[src/rtl/serial_subtractor_if.sv]
// Operand/result bundle for the bit-serial subtractor.
// master drives the request side, slave (the subtractor) drives status and results.
interface serial_subtractor_if #(
   parameter int WIDTH = 8
);
   logic             start;
   logic [WIDTH-1:0] a;
   logic [WIDTH-1:0] b;
   logic             bin;
   logic             busy;
   logic             done;
   logic [WIDTH-1:0] diff;
   logic             bout;
   logic             ovf;

   modport master (
      output start, a, b, bin,
      input  busy, done, diff, bout, ovf
   );

   modport slave (
      input  start, a, b, bin,
      output busy, done, diff, bout, ovf
   );
endinterface

[src/rtl/serial_subtractor.sv]
// Bit-serial a - b - bin, one full-subtractor cell, LSB first; results and a done pulse after WIDTH cycles.
// No backpressure: start is only sampled while idle, and requests arriving during a run are dropped.
module serial_subtractor #(
   parameter int WIDTH = 8
) (
   input  logic                clk,
   input  logic                rst,
   serial_subtractor_if.slave  bus
);
   localparam int CNT_W = (WIDTH > 2) ? $clog2(WIDTH) : 1;
   localparam logic [CNT_W-1:0] LAST = CNT_W'(WIDTH - 1);

   typedef enum logic {IDLE, RUN} state_t;

   state_t             state_q;
   logic [WIDTH-1:0]   ar_q, br_q;
   logic [WIDTH-2:0]   dr_q;
   logic               borrow_q;
   logic [CNT_W-1:0]   cnt_q;
   logic               a_msb_q, b_msb_q;
   logic               busy_q, done_q, bout_q, ovf_q;
   logic [WIDTH-1:0]   diff_q;

   logic               d_bit;
   logic               borrow_d;
   logic [WIDTH-1:0]   shift_d;

   assign d_bit    = ar_q[0] ^ br_q[0] ^ borrow_q;
   assign borrow_d = (~ar_q[0] & br_q[0]) | (~(ar_q[0] ^ br_q[0]) & borrow_q);
   // Bit 0 of shift_d is the oldest result bit; it only matters on the final cycle.
   assign shift_d  = {d_bit, dr_q};

   always_ff @(posedge clk or posedge rst) begin
      if (rst) begin
         state_q  <= IDLE;
         ar_q     <= '0;
         br_q     <= '0;
         dr_q     <= '0;
         borrow_q <= 1'b0;
         cnt_q    <= '0;
         a_msb_q  <= 1'b0;
         b_msb_q  <= 1'b0;
         busy_q   <= 1'b0;
         done_q   <= 1'b0;
         diff_q   <= '0;
         bout_q   <= 1'b0;
         ovf_q    <= 1'b0;
      end else begin
         done_q <= 1'b0;
         case (state_q)
            IDLE: begin
               if (bus.start) begin
                  ar_q     <= bus.a;
                  br_q     <= bus.b;
                  borrow_q <= bus.bin;
                  a_msb_q  <= bus.a[WIDTH-1];
                  b_msb_q  <= bus.b[WIDTH-1];
                  dr_q     <= '0;
                  cnt_q    <= '0;
                  busy_q   <= 1'b1;
                  state_q  <= RUN;
               end
            end
            RUN: begin
               ar_q     <= ar_q >> 1;
               br_q     <= br_q >> 1;
               dr_q     <= shift_d[WIDTH-1:1];
               borrow_q <= borrow_d;
               if (cnt_q == LAST) begin
                  cnt_q   <= '0;
                  diff_q  <= shift_d;
                  bout_q  <= borrow_d;
                  ovf_q   <= (a_msb_q != b_msb_q) && (d_bit != a_msb_q);
                  done_q  <= 1'b1;
                  busy_q  <= 1'b0;
                  state_q <= IDLE;
               end else begin
                  cnt_q <= cnt_q + CNT_W'(1);
               end
            end
            default: state_q <= IDLE;
         endcase
      end
   end

   assign bus.busy = busy_q;
   assign bus.done = done_q;
   assign bus.diff = diff_q;
   assign bus.bout = bout_q;
   assign bus.ovf  = ovf_q;
endmodule

[src/flat_wrapper.sv]
// flat-port wrapper written by rule: the top's interface ports become plain ports
module serial_subtractor_flat 
#(
   parameter int WIDTH = 8
)
  (clk, rst, bus_start, bus_a, bus_b, bus_bin, bus_busy, bus_done, bus_diff, bus_bout, bus_ovf);
  serial_subtractor_if #(.WIDTH(WIDTH)) bus_i ();
  input  logic clk;
  input  logic rst;
  input wire logic [$bits(bus_i.start)-1:0] bus_start;
  input wire logic [$bits(bus_i.a)-1:0] bus_a;
  input wire logic [$bits(bus_i.b)-1:0] bus_b;
  input wire logic [$bits(bus_i.bin)-1:0] bus_bin;
  output wire logic [$bits(bus_i.busy)-1:0] bus_busy;
  output wire logic [$bits(bus_i.done)-1:0] bus_done;
  output wire logic [$bits(bus_i.diff)-1:0] bus_diff;
  output wire logic [$bits(bus_i.bout)-1:0] bus_bout;
  output wire logic [$bits(bus_i.ovf)-1:0] bus_ovf;
  assign bus_i.start = bus_start;
  assign bus_i.a = bus_a;
  assign bus_i.b = bus_b;
  assign bus_i.bin = bus_bin;
  assign bus_busy = bus_i.busy;
  assign bus_done = bus_i.done;
  assign bus_diff = bus_i.diff;
  assign bus_bout = bus_i.bout;
  assign bus_ovf = bus_i.ovf;
  serial_subtractor #(.WIDTH(WIDTH)) u_core (.clk(clk), .rst(rst), .bus(bus_i));
endmodule
[config.mk]
export PLATFORM = sky130hd
export DESIGN_NAME = serial_subtractor_flat
export DESIGN_NICKNAME = d
export VERILOG_FILES = /design/src/rtl/serial_subtractor_if.sv /design/src/rtl/serial_subtractor.sv /design/src/flat_wrapper.sv
export SDC_FILE = /design/constraint.sdc
export NUM_CORES = 1
export LEC_CHECK = 0
export ABC_AREA = 1
export CAP_MARGIN = 15
export CELL_PAD_IN_SITES_DETAIL_PLACEMENT = 2
export CELL_PAD_IN_SITES_GLOBAL_PLACEMENT = 2
export CORE_UTILIZATION = 34
export DETAILED_ROUTE_END_ITERATION = 7
export GPL_TIMING_DRIVEN = 1
export PLACE_DENSITY_LB_ADDON = 0.1
export SLEW_MARGIN = 20
export SYNTH_ARGS = -nofsm -noshare
export SYNTH_HDL_FRONTEND = slang
export SYNTH_SLANG_ARGS = --single-unit
[constraint.sdc]
create_clock -name clk -period 3.3 [get_ports clk]
set_input_delay 0.66 -clock clk [delete_from_list [all_inputs] [get_ports clk]]
set_output_delay 0.66 -clock clk [all_outputs]
set_load 0.01 [all_outputs]
### Word-level counts from Yosys, hierarchy flattened

Cells that the tools add are included.

* flip-flop bits (word level): 42
* bits of input ports: 20
* output and inout port bits: 12
* logic and storage cells: 50

* $add $sub $neg: 1
* eq/ne operators: 5
* mux-type cells: 19
* bitwise operators: 8
* reductions and logical operators: 4

Operators with widths (number)
* $pmux 8 s2: 2
* $mux 8: 2
* $pmux 7 s2: 1
* $mux 1: 7
* $mux 7: 1
* $mux 3: 2
* $pmux 1 s2: 3
* $pmux 3 s2: 1
* $reduce_and 2->1: 3
* $ne 2x2->1 const B: 2
* $add 3x1->3 const B: 1
* $eq 3x3->1 const B: 1
* $not 1->1: 3
* $and 1x1->1: 2
* $ne 1x1->1: 2
* $xor 1x1->1: 2
* $logic_and 1x1->1: 1
* $or 1x1->1: 1

### Depth between registers and ports, before layout

Gate-level depths: netlist of run 1.

* word-level depth: 5
* mapped depth: 7
* mapped depth without buffers: 7

### Least setup slack after synthesis of run 1

Ideal clock, no wire load.

* kind: flip-flop to flip-flop
* start point: reg u_core.borrow_q
* end point: reg u_core.ovf_q, in the netlist u_core.bus.ovf
* library setup time: 0.116 ns
* arrival: 1.161 ns
* data required time: 3.184 ns
* slack: 2.023 ns
* cell stages (with the launch flop): 8
* path buffers: 0
* clock period less this slack: 1.277 ns
* path through: dfrtp_1 inv_1 fa_1 inv_1 nand3_1 nand2_1 nand2_1 nand2_1

* cells in the longest elaborated chain, start to end: 3

Ends and longest elaborated chain
* start: declaration: RTL line serial_subtractor.sv:18 `logic borrow_q;`
* start signal: assignment: RTL line serial_subtractor.sv:55 `borrow_q <= bus.bin;`
* start signal: assignment: RTL line serial_subtractor.sv:68 `borrow_q <= borrow_d;`
* $xor 1x1->1: RTL line serial_subtractor.sv:28 `assign d_bit = ar_q[0] ^ br_q[0] ^ borrow_q;`
* via u_core.d_bit: RTL line serial_subtractor.sv:24 `logic d_bit;`
* $ne 1x1->1: RTL line serial_subtractor.sv:73 `ovf_q <= (a_msb_q != b_msb_q) && (d_bit != a_msb_q);`
* $logic_and 1x1->1: RTL line serial_subtractor.sv:73
* end signal: assignment: RTL line serial_subtractor.sv:73
* end: declaration: RTL line serial_subtractor.sv:21 `logic busy_q, done_q, bout_q, ovf_q;`

The timed path passes the listed nets, and every way through them passes these cells.
A chain may end at the register's enable or synchronous reset.

### Final worst setup path of run 1

* start point: reg u_core.busy_q, in the netlist u_core.bus.busy
* end point: out bus_busy

RTL lines
* start: declaration: RTL line serial_subtractor.sv:21
* start signal: assignment: RTL line serial_subtractor.sv:43 `busy_q <= 1'b0;`
* start signal: assignment: RTL line serial_subtractor.sv:60 `busy_q <= 1'b1;`
* start signal: assignment: RTL line serial_subtractor.sv:75 `busy_q <= 1'b0;`
* end: declaration: RTL line flat_wrapper.sv:14 `output wire logic [$bits(bus_i.busy)-1:0] bus_busy;`

No word-level cell between the ends.

==> impl_results.md, run 1 <==
* Clock transition at path regs at 0.08 ns
* Worst Path Class, Setup: flip-flop to primary output
* # Post-CTS Setup Buffers at 0
* Number of standard cells after synthesis at 183
* Max H-tree Level at 2
* Synth-to-layout area growth at 27.99%
* Final critical-path share of the clock period at 56.51%
* Number of antenna-violating nets in the routed design at 0
* Crit path from: u_core.bus.busy$_DFFE_PP0P_
* Core Footprint at 4880 µm²
* Critical path required time at 2.64 ns
* Detailed-route DRC error count at 0
* Final setup vio count at 0
* I/O Pins at 32
* Unrepaired setup endpoints after global routing: no
* Die Span X at 74.34 µm
* Count of instances resized after the clock tree is built at 0
* Avg Vias per Cell at 4.799
* Endpoint of the worst register-to-register path: u_core.bus.ovf$_DFFE_PP0P_
* Total number of vias at 1,363
* R2R depth at 6
* Worst Setup Start Kind: flip-flop
* Register cell area after layout at 1051 µm²
* Layout Skew at 0.008197 ns
* Tightest Pin Transition at 0.5701 ns
* Reg-to-Reg Start: u_core.cnt_q[0]$_DFFE_PP0P_
* RD Place Congestion at 0.6793
* Power Dens Cells at 928.2 nW/µm²
* Fmax at 0.5362 GHz
* Cells taking the most area after synthesis: sky130_fd_sc_hd__dfrtp_1, sky130_fd_sc_hd__nand2_1, sky130_fd_sc_hd__inv_1
* Synthesized area divided by synthesized cell count at 9.722 µm²
* Number of buffers added by the clock tree synthesis step at 5
* Initial core utilization at 36.46%
* Max-cap check violation count at 0
* Top delay family on crit path: buffers and inverters
* Critical path buffer and inverter count at 1
* Die outline height at 74.34 µm
* CP Depth at 1
* Area fraction of the dominant cell type after synthesis at 59.07%
* Syn Std Cell Area at 1779 µm²
* Highest-count cells in the layout ignoring fill and taps: sky130_fd_sc_hd__nand2_1, sky130_fd_sc_hd__dfrtp_1, sky130_fd_sc_hd__clkdlybuf4s50_1
* Outcome: finished, final reports clean
* Hold Fails Final Rpt at 0
* Number of placement rows at 25
* Pin count of the biggest net entering global routing at 43
* WL per Instance at 14.37 µm
* Max rail drop VDD at 0.0003509 V
* Static leakage at 1.107 nW
* First-pass iteration count of the detailed router at 4
* Wire length of the first global-routing pass at 6969 µm
* Net count reported at finish at 240
* TritonCTS clock tree: done
* Fillcell total at 547
* Data arrival, critical path at 1.20 ns
* Root Buffer Master: sky130_fd_sc_hd__clkbuf_8
* Setup TNS Final at 0 ns
* Longest Clk Path Bufs at 2
* Least setup slack across all paths after layout at 1.435 ns
* Drt first-iter violations at 52
* Largest area contributor in the synthesized netlist: sky130_fd_sc_hd__dfrtp_1
* Global route total overflow at 0
* Initial antenna violation count at 0
* Number of synthesized register bits at 42
* Critical Path End Type: primary output
* Final min period at 1.865 ns
* Cell type of the slowest stage on the worst timing path: sky130_fd_sc_hd__clkdlybuf4s50_1
* Capture point of the critical path: bus_busy
* Worst path max stage delay at 0.55 ns
* Post-DP HPWL at 2815 µm
* Floorplan die area at 5526 µm²
* Class of the worst hold path: flip-flop to flip-flop
* Routed WL at 4082 µm
* Global-route usage over all layers at 17.32%
* Clock insertion delay at the later pin of the skew report at 0.30 ns
* Number of buffers inserted for hold repair after clock tree synthesis at 0
* Max FO, Critical Path at 2
* Area used by multi-input combinational logic at 595.6 µm²
* Flop-to-flop setup slack at 1.57 ns
* Number of buffers inserted by port buffering at 31
* Count of warnings emitted by yosys at 0
* Sequential share of the synthesized area at 59.07%
* Post-synth net total at 207
* # diodes at 0
* CTS sink count at 42
* Crit path cell chain: clkdlybuf4s50_1
* Most common cell after layout, fill and taps aside: sky130_fd_sc_hd__nand2_1
* Setup Slack @ Placement at 1.316 ns
* Proportion of layout cells with a drive suffix above 1 at 9.677%
* Via count of the first global-routing pass at 1,374
* Worst rel slew slack at 61.90%
* Number of slew-limit violations in the final report at 0
* Count of different cell masters after synthesis at 19
[logic make-up (layout without fill, tap and decap cells)]
family                     Yosys count  count (layout)  synth area share, %
adders and majority gates            4               4                3.235
buffers and inverters               28              62                7.454
and+or+nand+nor                     83              83                21.94
AOI/OAI and AO/OA                   26              26                8.298
DFF                                 42              42                59.07
[stage by stage]
step	power, mW	cells	utilization, %	cell area [µm²]	hold WS, ns
floorplan	1.341	183	-	1779	0.4459
global route	2.287	284	46.67	2277	0.5180
detailed placement	1.637	276	43.74	2135	0.4720
global placement	1.579	276	43.74	2135	0.4590
CTS	2.155	284	46.67	2277	0.4944
finish	2.114	284	46.67	2277	0.4939
[state kept, by name, indices dropped and copies added, names as in the netlist]
register	count
u_core.borrow_q	1
u_core.bus.busy	1
u_core.bus.done	1
u_core.cnt_q	3
u_core.a_msb_q	1
u_core.bus.diff	8
u_core.ar_q	8
u_core.b_msb_q	1
u_core.bus.bout	1
u_core.dr_q	7
u_core.bus.ovf	1
u_core.br_q	8
u_core.state_q	1
[per-layer routing]
layer  GRT usage [%]  share of wire [%]  wire length, µm
met1           20.92                 44             1779
met2           30.10                 51             2097
met3           3.794                3.4              137
met4           6.918                1.6               67
met5               0                  0                0
[cell usage after synthesis]
library cell               instances
sky130_fd_sc_hd__clkbuf_1          1
sky130_fd_sc_hd__nand2_1          61
sky130_fd_sc_hd__a21oi_1           3
sky130_fd_sc_hd__nor2_8            2
sky130_fd_sc_hd__ha_1              3
sky130_fd_sc_hd__o211ai_1          3
sky130_fd_sc_hd__nand2_2           3
sky130_fd_sc_hd__inv_1            19
sky130_fd_sc_hd__inv_2             2
sky130_fd_sc_hd__o21ai_0          12
sky130_fd_sc_hd__nand3_1          11
sky130_fd_sc_hd__buf_2             3
sky130_fd_sc_hd__buf_4             2
sky130_fd_sc_hd__o22ai_1           8
sky130_fd_sc_hd__nand3_2           4
sky130_fd_sc_hd__buf_12            1
sky130_fd_sc_hd__dfrtp_1          42
sky130_fd_sc_hd__nor2_1            2
sky130_fd_sc_hd__fa_1              1
[worst min-delay path by stage]
stage / slack (ns) / end / cells past startpoint / startpoint
2_1_floorplan: 0.45 / u_core.cnt_q[1]$_DFFE_PP0P_ / 2 / u_core.cnt_q[1]$_DFFE_PP0P_
3_3_place_gp: 0.46 / u_core.cnt_q[1]$_DFFE_PP0P_ / 2 / u_core.cnt_q[1]$_DFFE_PP0P_
3_5_place_dp: 0.47 / u_core.bus.ovf$_DFFE_PP0P_ / 2 / u_core.bus.ovf$_DFFE_PP0P_
4_1_cts: 0.49 / u_core.bus.ovf$_DFFE_PP0P_ / 2 / u_core.bus.ovf$_DFFE_PP0P_
5_1_grt: 0.52 / u_core.ar_q[0]$_DFFE_PP0P_ / 2 / u_core.ar_q[1]$_DFFE_PP0P_
6_report: 0.49 / u_core.bus.ovf$_DFFE_PP0P_ / 2 / u_core.bus.ovf$_DFFE_PP0P_
[power by group]
group	internal [mW]	total [mW]	leakage [nW]	switching [mW]
clock	0.323	0.503	0.0714	0.180
sequential	0.732	0.837	0.536	0.104
combinational	0.333	0.774	0.499	0.441
total	1.39	2.11	1.11	0.726
[layout make-up]
type	instances	area share [%]
clock buffer	6	3.626
clock inverter	2	2.637
inverter	21	3.462
multi-input combinational	113	26.15
sequential	42	46.15
tap	67	3.681
timing repair buffer	33	14.29
(Power assumes the default switching activity.)
==> inputs of run 2 (changes only) <==
--- a/config.mk
+++ b/config.mk
@@ -9,7 +9,7 @@
 export CAP_MARGIN = 15
 export CELL_PAD_IN_SITES_DETAIL_PLACEMENT = 2
 export CELL_PAD_IN_SITES_GLOBAL_PLACEMENT = 2
-export CORE_UTILIZATION = 34
+export CORE_UTILIZATION = 29
 export DETAILED_ROUTE_END_ITERATION = 7
 export GPL_TIMING_DRIVEN = 1
 export PLACE_DENSITY_LB_ADDON = 0.1
==> constraint.sdc (replaced) <==
create_clock -name clk -period 1.55 [get_ports clk]
set_input_delay 0.31 -clock clk [delete_from_list [all_inputs] [get_ports clk]]
set_output_delay 0.31 -clock clk [all_outputs]
set_load 0.01 [all_outputs]
==> impl_results.md, run 2 (synthesis gave the netlist of run 1 again) <==
* Top delay family on crit path: buffers and inverters
* Worst rel slew slack at 68.24% (+6.3 points)
* Pin count of the biggest net entering global routing at 43 (unchanged)
* Layout Skew at 0.002015 ns (-0.006183 ns)
* Routed WL at 4326 µm (+6.0%)
* Core Footprint at 5921 µm² (+21%)
* Final min period at 1.500 ns
* Static leakage at 1.153 nW (+4.1%)
* Power Dens Cells at 1901 nW/µm² (+100%)
* I/O Pins at 32 (unchanged)
* Max-cap check violation count at 0 (unchanged)
* # diodes at 0 (unchanged)
* Fillcell total at 654 (+20%)
* Floorplan die area at 6452 µm² (+17%)
* Global route total overflow at 0 (unchanged)
* Global-route usage over all layers at 15.22% (-2.1 points)
* Worst Path Class, Setup: flip-flop to primary output
* Outcome: finished, final reports clean
* Hold Fails Final Rpt at 0 (unchanged)
* Die outline height at 80.33 µm (+8.1%)
* Data arrival, critical path at 1.19 ns (about the same)
* Post-DP HPWL at 3107 µm (+10%)
* Crit path cell chain: clkdlybuf4s50_1
* Initial antenna violation count at 0 (unchanged)
* Die Span X at 80.33 µm (+8.1%)
* Worst path max stage delay at 0.54 ns (about the same)
* Max H-tree Level at 2 (unchanged)
* Most common cell after layout, fill and taps aside: sky130_fd_sc_hd__nand2_1
* RD Place Congestion at 0.6881 (+1.3%)
* Via count of the first global-routing pass at 1,532 (+11%)
* Number of antenna-violating nets in the routed design at 0 (unchanged)
* Number of buffers added by the clock tree synthesis step at 5 (unchanged)
* First-pass iteration count of the detailed router at 4 (unchanged)
* Flop-to-flop setup slack at 0.15 ns (-1.42 ns)
* Wire length of the first global-routing pass at 7265 µm (+4.2%)
* Critical path buffer and inverter count at 1 (unchanged)
* WL per Instance at 14.57 µm (+1.3%)
* Root Buffer Master: sky130_fd_sc_hd__clkbuf_8
* Endpoint of the worst register-to-register path: u_core.bus.diff[6]$_DFFE_PP0P_
* Number of buffers inserted by port buffering at 31 (unchanged)
* Cell type of the slowest stage on the worst timing path: sky130_fd_sc_hd__clkdlybuf4s50_1
* # Post-CTS Setup Buffers at 0 (unchanged)
* Clock insertion delay at the later pin of the skew report at 0.30 ns (about the same)
* Critical Path End Type: primary output
* Final critical-path share of the clock period at 96.79%
* Max FO, Critical Path at 2 (unchanged)
* TritonCTS clock tree: done
* Clock transition at path regs at 0.08 ns (about the same)
* Worst hold margin at 0.3789 ns (-0.1149 ns)
* CTS sink count at 42 (unchanged)
* Fmax at 0.6666 GHz
* Reg-to-Reg Start: u_core.cnt_q[0]$_DFFE_PP0P_
* Layout Cells excl Fill at 297 (+4.6%)
* Tightest Pin Transition at 0.4765 ns (-0.09361 ns)
* Placed Instances at 289 (+4.7%)
* Unrepaired setup endpoints after global routing: no
* Drt first-iter violations at 65 (+25%)
* Number of slew-limit violations in the final report at 0 (unchanged)
* Class of the worst hold path: primary input to async pin
* Highest-count cells in the layout ignoring fill and taps: sky130_fd_sc_hd__nand2_1, sky130_fd_sc_hd__dfrtp_1, sky130_fd_sc_hd__clkdlybuf4s50_1
* Initial core utilization at 30.05% (-6.4 points)
* Net count reported at finish at 245 (+2.1%)
* Longest Clk Path Bufs at 2 (unchanged)
* R2R depth at 6 (unchanged)
* Final setup vio count at 0 (unchanged)
* Avg Vias per Cell at 4.623 (-3.7%)
* Critical path required time at 1.24 ns (-1.40 ns)
* Detailed-route DRC error count at 0 (unchanged)
* Max rail drop VDD at 0.0006085 V (+73%)
* Number of buffers inserted for hold repair after clock tree synthesis at 0 (unchanged)
* Crit path from: u_core.bus.bout$_DFFE_PP0P_
* Worst Setup Start Kind: flip-flop
* Synth-to-layout area growth at 30.45%
* Proportion of layout cells with a drive suffix above 1 at 11.26% (+1.6 points)
* Total number of vias at 1,373 (+0.73%)
* Number of placement rows at 28 (+12%)
run 2: changes by cell type in the layout (fill, tap and decap cells not counted):
cell                              before  now
sky130_fd_sc_hd__dlymetal6s2s_1        0    2
sky130_fd_sc_hd__clkinvlp_4            0    1
sky130_fd_sc_hd__bufinv_16             2    1
sky130_fd_sc_hd__buf_4                 2    5
sky130_fd_sc_hd__clkbuf_1              0    1
sky130_fd_sc_hd__clkbuf_8              6    5
sky130_fd_sc_hd__dlygate4sd2_1         0    1
sky130_fd_sc_hd__buf_12                0    2
sky130_fd_sc_hd__clkdlybuf4s50_1      31   28
run 2: per-stage QoR:
stage | power (mW) | cell area (µm²) | utilization, % | worst slack [ns] | setup TNS, ns
global route | 4.773 | 2321 | 39.20 | 0.002110 | 0
floorplan | 2.855 | 1779 | - | 0.2656 | 0
CTS | 4.516 | 2316 | 39.12 | 0.02696 | 0
global placement | 3.480 | 2207 | 37.28 | 0.01410 | 0
detailed placement | 3.615 | 2207 | 37.28 | -0.07647 | -0.5443
finish | 4.412 | 2321 | 39.20 | 0.04978 | 0
run 2: cell type report:
type	count	area, µm²	area share (%)
timing repair buffer	38	391.6	16.87
sequential	42	1051	45.28
inverter	21	78.83	3.396
tap	75	93.84	4.043
clock inverter	2	37.54	1.617
multi-input combinational	113	595.6	25.66
clock buffer	6	72.57	3.127
run 2: worst max-delay path by stage:
stage | to | slack, ns | cells after the start
6_report | bus_bout | 0.05 | 1
5_1_grt | bus_diff[2] | 0.002 | 1
4_1_cts | bus_diff[0] | 0.03 | 1
3_5_place_dp | u_core.ar_q[6]$_DFFE_PP0P_ | -0.08 | 5
3_3_place_gp | u_core.a_msb_q$_DFFE_PP0P_ | 0.01 | 5
2_1_floorplan | u_core.a_msb_q$_DFFE_PP0P_ | 0.27 | 1
run 2: repair_timing:
action | in CTS | in global routing
gates cloned | 0 | 0
gates resized for setup | 1 | 2
pin swaps | 0 | 0
endpoints found under the setup margin | 1 | 2
run 2: where the power goes:
group	total (mW)	internal [mW]	switching, mW	leakage, nW
Clock	0.885	0.481	0.404	0.0514
Combinational	1.69	0.775	0.911	0.565
Sequential	1.84	1.56	0.281	0.536
Total	4.41	2.81	1.60	1.15
run 2: metal layers:
layer | track usage [%] | up-vias | wire [µm]
li1 | - | 653 | -
met1 | 17.28 | 689 | 1860
met2 | 27.01 | 27 | 2245
met3 | 3.864 | 4 | 156
met4 | 6.250 | 0 | 63
met5 | 0 | - | 0
==> inputs of run 3 (changes only) <==
--- a/config.mk
+++ b/config.mk
@@ -13,7 +13,7 @@
 export DETAILED_ROUTE_END_ITERATION = 7
 export GPL_TIMING_DRIVEN = 1
 export PLACE_DENSITY_LB_ADDON = 0.1
-export SLEW_MARGIN = 20
+export SLEW_MARGIN = 5
 export SYNTH_ARGS = -nofsm -noshare
 export SYNTH_HDL_FRONTEND = slang
 export SYNTH_SLANG_ARGS = --single-unit
==> results of run 3 <==
The final DEF is identical to that of run 2; final timing and power are the same.
